<file path="src/rtl/mux_sel_pkg.sv">
// mux_sel_pkg: shared definitions for the select-stepper slice.
//   SEL_W_DEF    default select width (4:1 mux -> 2 bits)
//   DIR_UP/DOWN  encodings of the dir input
//   db_state_t   debounce state, exported for debug visibility
package mux_sel_pkg;

  localparam int SEL_W_DEF = 2;

  localparam logic DIR_UP   = 1'b0;
  localparam logic DIR_DOWN = 1'b1;

  typedef enum logic [1:0] {
    RELEASED     = 2'd0,
    PRESS_WAIT   = 2'd1,
    PRESSED      = 2'd2,
    RELEASE_WAIT = 2'd3
  } db_state_t;

endpackage

</file>
<file path="src/rtl/mux_sel_stepper_if.sv">
// mux_sel_stepper_if: user-facing signals of the select stepper.
//   key_n    raw pushbutton, 0 = pressed (asynchronous)
//   dir      step direction, DIR_UP / DIR_DOWN
//   auto_en  auto-scan enable
//   sel      select value to the multiplexer
//   step     one-cycle pulse on every sel change
//   key_db   debounced pressed level, 1 = pressed
//   db_state debounce state (debug)
// Modports: master = the environment (button/switches), slave = the stepper.
interface mux_sel_stepper_if
  import mux_sel_pkg::*;
#(
  parameter int SEL_W = SEL_W_DEF
) ();

  logic             key_n;
  logic             dir;
  logic             auto_en;
  logic [SEL_W-1:0] sel;
  logic             step;
  logic             key_db;
  db_state_t        db_state;

  modport master (
    output key_n, dir, auto_en,
    input  sel, step, key_db, db_state
  );

  modport slave (
    input  key_n, dir, auto_en,
    output sel, step, key_db, db_state
  );

endinterface

</file>
<file path="src/rtl/key_debounce.sv">
// key_debounce: two-flop synchroniser plus counting debouncer for one
// active-low pushbutton. Reusable for any KEY input.
//   clk, rst_n  clock, asynchronous active-low reset
//   key_n       raw button, 0 = pressed
//   key_db      debounced level, 1 = pressed
//   press       high in the cycle before key_db rises, so a consumer that
//               registers on it updates on the same edge as key_db
//   state       debounce state for debug
module key_debounce
  import mux_sel_pkg::*;
#(
  parameter int DEBOUNCE_CYCLES = 500000
) (
  input  logic      clk,
  input  logic      rst_n,
  input  logic      key_n,
  output logic      key_db,
  output logic      press,
  output db_state_t state
);

  localparam int DCNT_W = (DEBOUNCE_CYCLES > 2) ? $clog2(DEBOUNCE_CYCLES) : 1;
  localparam logic [DCNT_W-1:0] DCNT_LAST = DCNT_W'(DEBOUNCE_CYCLES - 1);

  logic [1:0]        sync_q;
  logic [DCNT_W-1:0] dcnt;
  logic              ks;
  logic              mismatch;
  logic              toggle;

  assign ks       = ~sync_q[1];
  assign mismatch = (ks != key_db);
  assign toggle   = mismatch && (dcnt == DCNT_LAST);
  assign press    = toggle && !key_db;

  // NOTE: sequential state uses non-blocking assignments so every flop
  // samples pre-edge values; blocking here would collapse the sync chain.
  always_ff @(posedge clk or negedge rst_n) begin
    if (!rst_n) begin
      // Synchroniser resets to the released level so no phantom press
      // appears as reset lifts.
      sync_q <= 2'b11;
      dcnt   <= '0;
      key_db <= 1'b0;
    end else begin
      sync_q <= {sync_q[0], key_n};
      if (!mismatch) begin
        dcnt <= '0;
      end else if (toggle) begin
        key_db <= ~key_db;
        dcnt   <= '0;
      end else begin
        dcnt <= dcnt + DCNT_W'(1);
      end
    end
  end

  always_comb begin
    unique case ({key_db, mismatch})
      2'b00:   state = RELEASED;
      2'b01:   state = PRESS_WAIT;
      2'b10:   state = PRESSED;
      default: state = RELEASE_WAIT;
    endcase
  end

endmodule

</file>
<file path="src/rtl/mux_sel_stepper.sv">
// mux_sel_stepper: debounced pushbutton -> wrapping select counter for the
// 4:1 switch multiplexer, with optional periodic auto-scan.
//   CLOCK_50  the only clock
//   resetn    asynchronous active-low reset
//   bus       mux_sel_stepper_if.slave (key_n, dir, auto_en in;
//             sel, step, key_db, db_state out)
// Build option: define SEL_AUTO_SCAN_EN to include the auto-scan counter.
// Without it auto_en is ignored and sel moves only on button presses.
module mux_sel_stepper
  import mux_sel_pkg::*;
#(
  parameter int DEBOUNCE_CYCLES = 500000,
  parameter int SCAN_CYCLES     = 50000000,
  parameter int SEL_W           = SEL_W_DEF
) (
  input  logic               CLOCK_50,
  input  logic               resetn,
  mux_sel_stepper_if.slave   bus
);

  logic             press;
  logic             step_ev;
  logic             step_q;
  logic [SEL_W-1:0] sel_q;

  key_debounce #(
    .DEBOUNCE_CYCLES (DEBOUNCE_CYCLES)
  ) u_key_debounce (
    .clk    (CLOCK_50),
    .rst_n  (resetn),
    .key_n  (bus.key_n),
    .key_db (bus.key_db),
    .press  (press),
    .state  (bus.db_state)
  );

`ifdef SEL_AUTO_SCAN_EN
  localparam int SCNT_W = (SCAN_CYCLES > 2) ? $clog2(SCAN_CYCLES) : 1;
  localparam logic [SCNT_W-1:0] SCNT_LAST = SCNT_W'(SCAN_CYCLES - 1);

  logic [SCNT_W-1:0] scnt;
  logic              scan_tc;

  assign scan_tc = bus.auto_en && (scnt == SCNT_LAST);

  // A press restarts the scan period so an auto step never lands right
  // on top of a manual one; terminal count wraps the same way.
  always_ff @(posedge CLOCK_50 or negedge resetn) begin
    if (!resetn) begin
      scnt <= '0;
    end else if (!bus.auto_en || press || scan_tc) begin
      scnt <= '0;
    end else begin
      scnt <= scnt + SCNT_W'(1);
    end
  end

  // OR-ing the sources makes a coincident press and terminal count a
  // single step.
  assign step_ev = press || scan_tc;
`else
  localparam int unused_scan_cycles = SCAN_CYCLES;
  logic unused_auto_en;
  assign unused_auto_en = bus.auto_en;
  assign step_ev        = press;
`endif

  // dir is sampled on the stepping edge itself; SEL_W-bit arithmetic
  // provides the wrap-around in both directions.
  always_ff @(posedge CLOCK_50 or negedge resetn) begin
    if (!resetn) begin
      sel_q  <= '0;
      step_q <= 1'b0;
    end else begin
      step_q <= step_ev;
      if (step_ev) begin
        sel_q <= (bus.dir == DIR_DOWN) ? sel_q - SEL_W'(1) : sel_q + SEL_W'(1);
      end
    end
  end

  assign bus.sel  = sel_q;
  assign bus.step = step_q;

endmodule

</file>
<file path="src/flat_wrapper.sv">
// flat-port wrapper written by rule: the top's interface ports become plain ports
module mux_sel_stepper_flat import mux_sel_pkg::*;
#(
  parameter int DEBOUNCE_CYCLES = 500000,
  parameter int SCAN_CYCLES     = 50000000,
  parameter int SEL_W           = SEL_W_DEF
)
  (CLOCK_50, resetn, bus_key_n, bus_dir, bus_auto_en, bus_sel, bus_step, bus_key_db, bus_db_state);
  mux_sel_stepper_if #(.SEL_W(SEL_W)) bus_i ();
  input  logic CLOCK_50;
  input  logic resetn;
  input wire logic [$bits(bus_i.key_n)-1:0] bus_key_n;
  input wire logic [$bits(bus_i.dir)-1:0] bus_dir;
  input wire logic [$bits(bus_i.auto_en)-1:0] bus_auto_en;
  output wire logic [$bits(bus_i.sel)-1:0] bus_sel;
  output wire logic [$bits(bus_i.step)-1:0] bus_step;
  output wire logic [$bits(bus_i.key_db)-1:0] bus_key_db;
  output wire logic [$bits(bus_i.db_state)-1:0] bus_db_state;
  assign bus_i.key_n = bus_key_n;
  assign bus_i.dir = bus_dir;
  assign bus_i.auto_en = bus_auto_en;
  assign bus_sel = bus_i.sel;
  assign bus_step = bus_i.step;
  assign bus_key_db = bus_i.key_db;
  assign bus_db_state = bus_i.db_state;
  mux_sel_stepper #(.DEBOUNCE_CYCLES(DEBOUNCE_CYCLES), .SCAN_CYCLES(SCAN_CYCLES), .SEL_W(SEL_W)) u_core (.CLOCK_50(CLOCK_50), .resetn(resetn), .bus(bus_i));
endmodule
</file>
<file path="config.mk">
export PLATFORM = sky130hd
export DESIGN_NAME = mux_sel_stepper_flat
export DESIGN_NICKNAME = d
export VERILOG_FILES = /design/src/rtl/mux_sel_pkg.sv /design/src/rtl/mux_sel_stepper_if.sv /design/src/rtl/key_debounce.sv /design/src/rtl/mux_sel_stepper.sv /design/src/flat_wrapper.sv
export SDC_FILE = /design/constraint.sdc
export NUM_CORES = 1
export LEC_CHECK = 0
export ABC_CLOCK_PERIOD_IN_PS = 5700
export CAP_MARGIN = 10
export CORE_AREA = 2 2 48 61
export CTS_CLUSTER_SIZE = 8
export DETAILED_ROUTE_END_ITERATION = 7
export DIE_AREA = 0 0 50 63
export PLACE_DENSITY = 0.69
export SKIP_CTS_REPAIR_TIMING = 1
export SYNTH_ARGS = -nofsm -noshare
export SYNTH_HDL_FRONTEND = slang
export SYNTH_SLANG_ARGS = --single-unit
</file>
<file path="constraint.sdc">
create_clock -name CLOCK_50 -period 5.7 [get_ports CLOCK_50]
set_clock_uncertainty 0.15 [all_clocks]
set_input_delay 1.425 -clock CLOCK_50 [delete_from_list [all_inputs] [get_ports CLOCK_50]]
set_output_delay 1.425 -clock CLOCK_50 [all_outputs]
set_load 0.005 [all_outputs]
</file>
==> reports/metrics.cfg, run 1 <==
[yosys]
synth_nets = 132
synth_top_area_share_pct = 46.0
seq_area_frac_synth_pct = 50.1
synth_cell_type_count = 30
syn_inst = 124
yosysTopAreaCell = dfrtp_1
ys_seq_elements = 25
syn_area_sq_um = 1250
synth_area_leaders = dfrtp_1 (46%), xnor2_1 (7.0%), dfstp_2 (4.2%)
avgSynthCellArea_sq_um = 10.1
yosysWarningCount = 0

[routing]
drtPass1Iterations = 4
viasPerCell = 5.62
vias = 938
ant_nets = 0
wl_met2_um = 1190
wl_met3_um = 54
drc = 0
routed_wl_um = 2380
dr.max_layer_used = met4
drt_iter0_drc = 19
wl_met1_um = 1090
routedWlPerCell_um = 14.2

[sta]
fin_ws_ns = 2.33
min_period_over_period_pct = 59.1
fmax_mhz = 297
worst_hold_slack_ns = 0.218
worst_pin_slew_ns = 0.521
slew_headroom_pct = 65.0
period_minus_slack_ns = 3.37
hold_viol_final = 0
slew_viol_final = 0
fin_tns_setup_ns = 0
rsz0062_at_grt = false
setup_viol = 0

[placed_design]
gp_congestion = 0.757
io_buffers = 9
dp_cells = 161
dp_hpwl_um = 1670
place_ws_ns = 2.70
placed_area_sq_um = 1360

[cts]
cts_root_buf = clkbuf_4
cts.reportedPaths.clkPinSlew_ns = 0.14
cts_buffers = 3
clock_sinks = 25
cts_buffer_depth = 2
clock_latency_ns = 0.32
cts_tree = built
h-tree-depth = 1

[power_and_ir_drop]
vdd_drop_max_mv = 0.155
leakage_nw = 0.570
p_per_area_nw_per_um2 = 198
power.total_mw = 0.279

[finish]
stdcell_area_sq_um = 1410
insertedDiodeCount = 0
drive_gt1_share_pct = 8.27
layout_commonest_cell = dfrtp_1
nets = 142
areaGrowthSynthToFinish_pct = 12.6
layout_common_cells = dfrtp_1 (23), nor2_1 (13), xnor2_1 (10), clkdlybuf4s50_1 (9), nand4_1 (7)
fin_cells = 167
utilization_pct = 54.2

[global_routing]
grt_pass1_wl_um = 4130
antenna_found_initial = 0
grt_max_degree = 26
gr-total-overflow = 0
track_usage_pct = 17.3
grt_pass1_vias = 956

[worst_setup_path]
worst-setup-path-type = flop to output pin
worst_setup_path_start_kind = flop
reg2reg_depth = 7
end_kind = output pin
worstPathMaxFanout = 6
cp.required_ns = 4.12
arrival_ns = 1.79

[floorplan]
rows = 21
start_util_pct = 48.1
die_h_um = 63
die_w_um = 50
dieArea_sq_um = 3150
fp.coreArea_sq_um = 2600
top_level_ports = 11

[min_path]
hold_depth = 0
min_path_type = flop to flop

[run]
drv_cap = 0

[run_status]
run_status = completed

==> logic make-up (layout without fill, tap and decap cells) <==
logic type      count (synthesis)  after routing  share of synthesized area (%)
compound gates                 13             13                           5.59
xor+xnor                       15             15                           10.5
flops                          25             25                           50.1
buf+inv                         9             18                           3.10
simple gates                   59             59                           27.7
fa+ha+maj                       3              3                           3.00
==> synth_stat cells <==
library cell / n
ha_1: 3
o31ai_1: 2
buf_2: 4
nand2_1: 6
and3_1: 3
or3_1: 5
nand4_1: 7
o21ai_1: 1
o21ai_0: 4
xor2_1: 5
and4bb_2: 1
and4b_1: 1
dfstp_2: 2
nor2_1: 13
nand2_8: 1
nor4b_1: 1
or2_1: 2
nor4_1: 3
xnor2_1: 10
and4_1: 1
inv_1: 3
and2_1: 1
clkbuf_1: 2
or2_2: 1
a21oi_1: 6
nand3_1: 5
nor3_1: 5
or4_1: 2
dfrtp_1: 23
nand4_2: 1
==> path summary, 6_finish.rpt <==
path                                                   end                            start  slack, ns
min in group asynchronous   u_core.u_key_debounce.dcnt[17]                           resetn       1.27
max in group asynchronous   u_core.u_key_debounce.dcnt[11]                           resetn       3.64
hold / removal             u_core.u_key_debounce.sync_q[1]  u_core.u_key_debounce.sync_q[0]       0.22
setup / recovery                           bus_db_state[0]  u_core.u_key_debounce.sync_q[1]       2.33
setup reg to reg            u_core.u_key_debounce.dcnt[13]  u_core.u_key_debounce.sync_q[1]       3.42
hold reg to reg            u_core.u_key_debounce.sync_q[1]  u_core.u_key_debounce.sync_q[0]       0.22
==> where the power goes <==
group | internal (mW) | switching, mW | leakage, nW
sequential | 0.181 | 0.00231 | 0.338
clock | 0.0274 | 0.0527 | 0.0150
combinational | 0.00702 | 0.00836 | 0.217
total | 0.215 | 0.0634 | 0.570
==> flip-flops by register name, summed over array words and instances (netlist names) <==
name and count:
u_core.u_key_debounce.dcnt 19, u_core.bus.sel 2, u_core.u_key_debounce.sync_q 2, u_core.bus.step 1
u_core.u_key_debounce.key_db 1
==> worst max-delay path, stage by stage (launching register included) <==
cell	delay, ns
dfstp_2	0.56
inv_1	0.04
ha_1	0.35
clkdlybuf4s50_1	0.53
==> metal layers <==
metal	vias to the layer above	global-route usage [%]
met4	0	8.33
met3	5	3.59
met5	-	0
met1	467	20.6
met2	11	29.1
li1	455	-
==> layout make-up <==
type,count,area [sq um]
fillers,246,1190
flip-flops and latches,25,628
clock buffers,4,26.3
well taps,34,42.5
inverters,3,11.3
multi-input cells,90,586
repair buffers,11,116
(Power assumes the default switching activity.)
==> run 2: changes to the inputs <==
--- a/config.mk
+++ b/config.mk
@@ -5,7 +5,7 @@
 export SDC_FILE = /design/constraint.sdc
 export NUM_CORES = 1
 export LEC_CHECK = 0
-export ABC_CLOCK_PERIOD_IN_PS = 5700
+export ABC_CLOCK_PERIOD_IN_PS = 3300
 export CAP_MARGIN = 10
 export CORE_AREA = 2 2 48 61
 export CTS_CLUSTER_SIZE = 8
==> constraint.sdc (replaced) <==
create_clock -name CLOCK_50 -period 3.3 [get_ports CLOCK_50]
set_clock_uncertainty 0.15 [all_clocks]
set_input_delay 0.825 -clock CLOCK_50 [delete_from_list [all_inputs] [get_ports CLOCK_50]]
set_output_delay 0.825 -clock CLOCK_50 [all_outputs]
set_load 0.005 [all_outputs]
==> reports/metrics.cfg, run 2 (same netlist as run 1, synthesis figures left out) <==
[worst_setup_path]
reg2reg_depth = 4  ; -3
worst_setup_path_start_kind = flop
reg2reg_to = u_core.u_key_debounce.dcnt[18]
cp-startpoint = u_core.u_key_debounce.sync_q[1]
crit_path_end = bus_db_state[0]
worstPathMaxFanout = 6  ; unchanged
worst-r2r-setup-slack_ns = 1.24  ; -2.18 ns
cp.required_ns = 2.32  ; -1.80 ns
worst-setup-path-type = flop to output pin
end_kind = output pin
arrival_ns = 1.80  ; about the same
rr_startpoint = u_core.u_key_debounce.dcnt[7]

[global_routing]
track_usage_pct = 17.0  ; -0.34 points
grt_pass1_vias = 880  ; -7.9%
gr-total-overflow = 0  ; unchanged
antenna_found_initial = 0  ; unchanged
grt_pass1_wl_um = 4110  ; -0.68%
grt_max_degree = 18  ; -31%

[run_status]
run_status = completed

[cts]
cts_buffer_depth = 2  ; unchanged
clock_latency_ns = 0.32  ; about the same
cts_root_buf = clkbuf_4
cts.reportedPaths.clkPinSlew_ns = 0.14  ; about the same
cts_buffers = 3  ; unchanged
clock_sinks = 25  ; unchanged
cts_tree = built
h-tree-depth = 1  ; unchanged

[finish]
top_register = u_core.u_key_debounce.dcnt
areaGrowthSynthToFinish_pct = 12.0
fill_cells = 230  ; -6.5%
nets = 142  ; unchanged
insertedDiodeCount = 0  ; unchanged
layout_common_cells = dfrtp_1 (23), nor2_1 (13), xnor2_1 (10), clkdlybuf4s50_1 (9), nand4_1 (7)
layout_commonest_cell = dfrtp_1
largest_reg_flops = 19  ; unchanged
drive_gt1_share_pct = 9.02  ; +0.75 points

[routing]
vias = 931  ; -0.75%
drt_iter0_drc = 19  ; unchanged
drc = 0  ; unchanged
viasPerCell = 5.57  ; -0.75%
routedWlPerCell_um = 14.0  ; -1.9%
drtPass1Iterations = 5  ; +1
routed_wl_um = 2330  ; -1.9%
ant_nets = 0  ; unchanged

[floorplan]
die_h_um = 63  ; unchanged
dieArea_sq_um = 3150  ; unchanged
fp.coreArea_sq_um = 2600  ; unchanged
top_level_ports = 11  ; unchanged
rows = 21  ; unchanged
start_util_pct = 48.1  ; unchanged
die_w_um = 50  ; unchanged

[sta]
slew_viol_final = 0  ; unchanged
worst_hold_slack_ns = 0.216  ; -0.00114 ns
rsz0062_at_grt = false
period_minus_slack_ns = 2.77
worst_pin_slew_ns = 0.514  ; -0.00709 ns
setup_viol = 0  ; unchanged
slew_headroom_pct = 65.6  ; +0.60 points
fin_tns_setup_ns = 0  ; unchanged
fmax_mhz = 361
min_period_over_period_pct = 84.0
hold_viol_final = 0  ; unchanged

[power_and_ir_drop]
leakage_nw = 0.565  ; -0.86%
p_comb_share_pct = 5.2  ; -0.3 points
power.total_mw = 0.478  ; +72%
swShare_pct = 22.8  ; +0.038 points
power_frac_seq_pct = 66.1  ; +0.4 points
pwr-share-clk_pct = 28.7  ; about the same
p_per_area_nw_per_um2 = 341  ; +73%
p_int_mw = 0.369  ; +72%
vdd_drop_max_mv = 0.267  ; +72%
switchingPower_mw = 0.109  ; +72%

[placed_design]
gp_congestion = 0.782  ; +3.3%
io_buffers = 9  ; unchanged
dp_hpwl_um = 1760  ; +5.6%

[run]
drv_cap = 0  ; unchanged

[min_path]
min_path_type = flop to flop

## run 2: cell types whose count changed in the layout (fill, tap and decap cells not counted), sizes merged
cell	before	now
clkinvlp	0	1
clkbuf	4	3
## run 2: how the worst min path moves through the flow
stage / from / endpoint / slack, ns / cells after the start
2_1_floorplan: u_core.u_key_debounce.sync_q[0] / u_core.u_key_debounce.sync_q[1] / 0.20 / 0
3_3_place_gp: u_core.u_key_debounce.sync_q[0] / u_core.u_key_debounce.sync_q[1] / 0.20 / 0
3_5_place_dp: u_core.u_key_debounce.sync_q[0] / u_core.u_key_debounce.sync_q[1] / 0.20 / 0
4_1_cts: u_core.u_key_debounce.sync_q[0] / u_core.u_key_debounce.sync_q[1] / 0.22 / 0
5_1_grt: u_core.u_key_debounce.sync_q[0] / u_core.u_key_debounce.sync_q[1] / 0.22 / 0
6_report: u_core.u_key_debounce.sync_q[0] / u_core.u_key_debounce.sync_q[1] / 0.22 / 0
## run 2: critical path, cell delays in order (launching register included)
cell	delay, ns
dfstp_2	0.56
inv_1	0.04
ha_1	0.36
clkdlybuf4s50_1	0.53
## run 2: per-layer routing
layer	global-route usage (%)	part of all wire, %	wire (um)	vias up
met2	28.0	53	1230	23
met4	7.64	1.8	43	0
met1	22.4	42	982	448
met5	0	0	0	-
li1	-	-	-	455
met3	1.44	3.1	72	5
## run 2: cell type report
class                           count  area, sq um  area share (%)
Clock buffer                        3         22.5            1.61
Clock inverter                      1         7.51           0.535
Inverter                            3         11.3           0.803
Multi-Input combinational cell     90          586            41.7
Sequential cell                    25          628            44.8
Tap cell                           34         42.5            3.03
Timing Repair Buffer               11          105            7.49
## run 2: power by group through the flow
stage	clock (mW)	combinational (mW)	sequential [mW]
CTS	0.143	0.0259	0.316
finish	0.137	0.0248	0.316
global route	0.155	0.0286	0.317
detailed placement	0	0.0256	0.322
floorplan	0	0.00907	0.321
global placement	0	0.0252	0.322
## run 2: metrics by stage
step                      std cells  area [sq um]  utilization, %  setup slack (ns)
final                           167          1400            53.9             0.528
after global routing            167          1400            53.9             0.436
after CTS                       167          1400            53.9             0.502
after detailed placement        163          1370            52.8             0.876
after global placement          163          1370            52.8             0.915
after floorplan                 124          1250               -              1.22
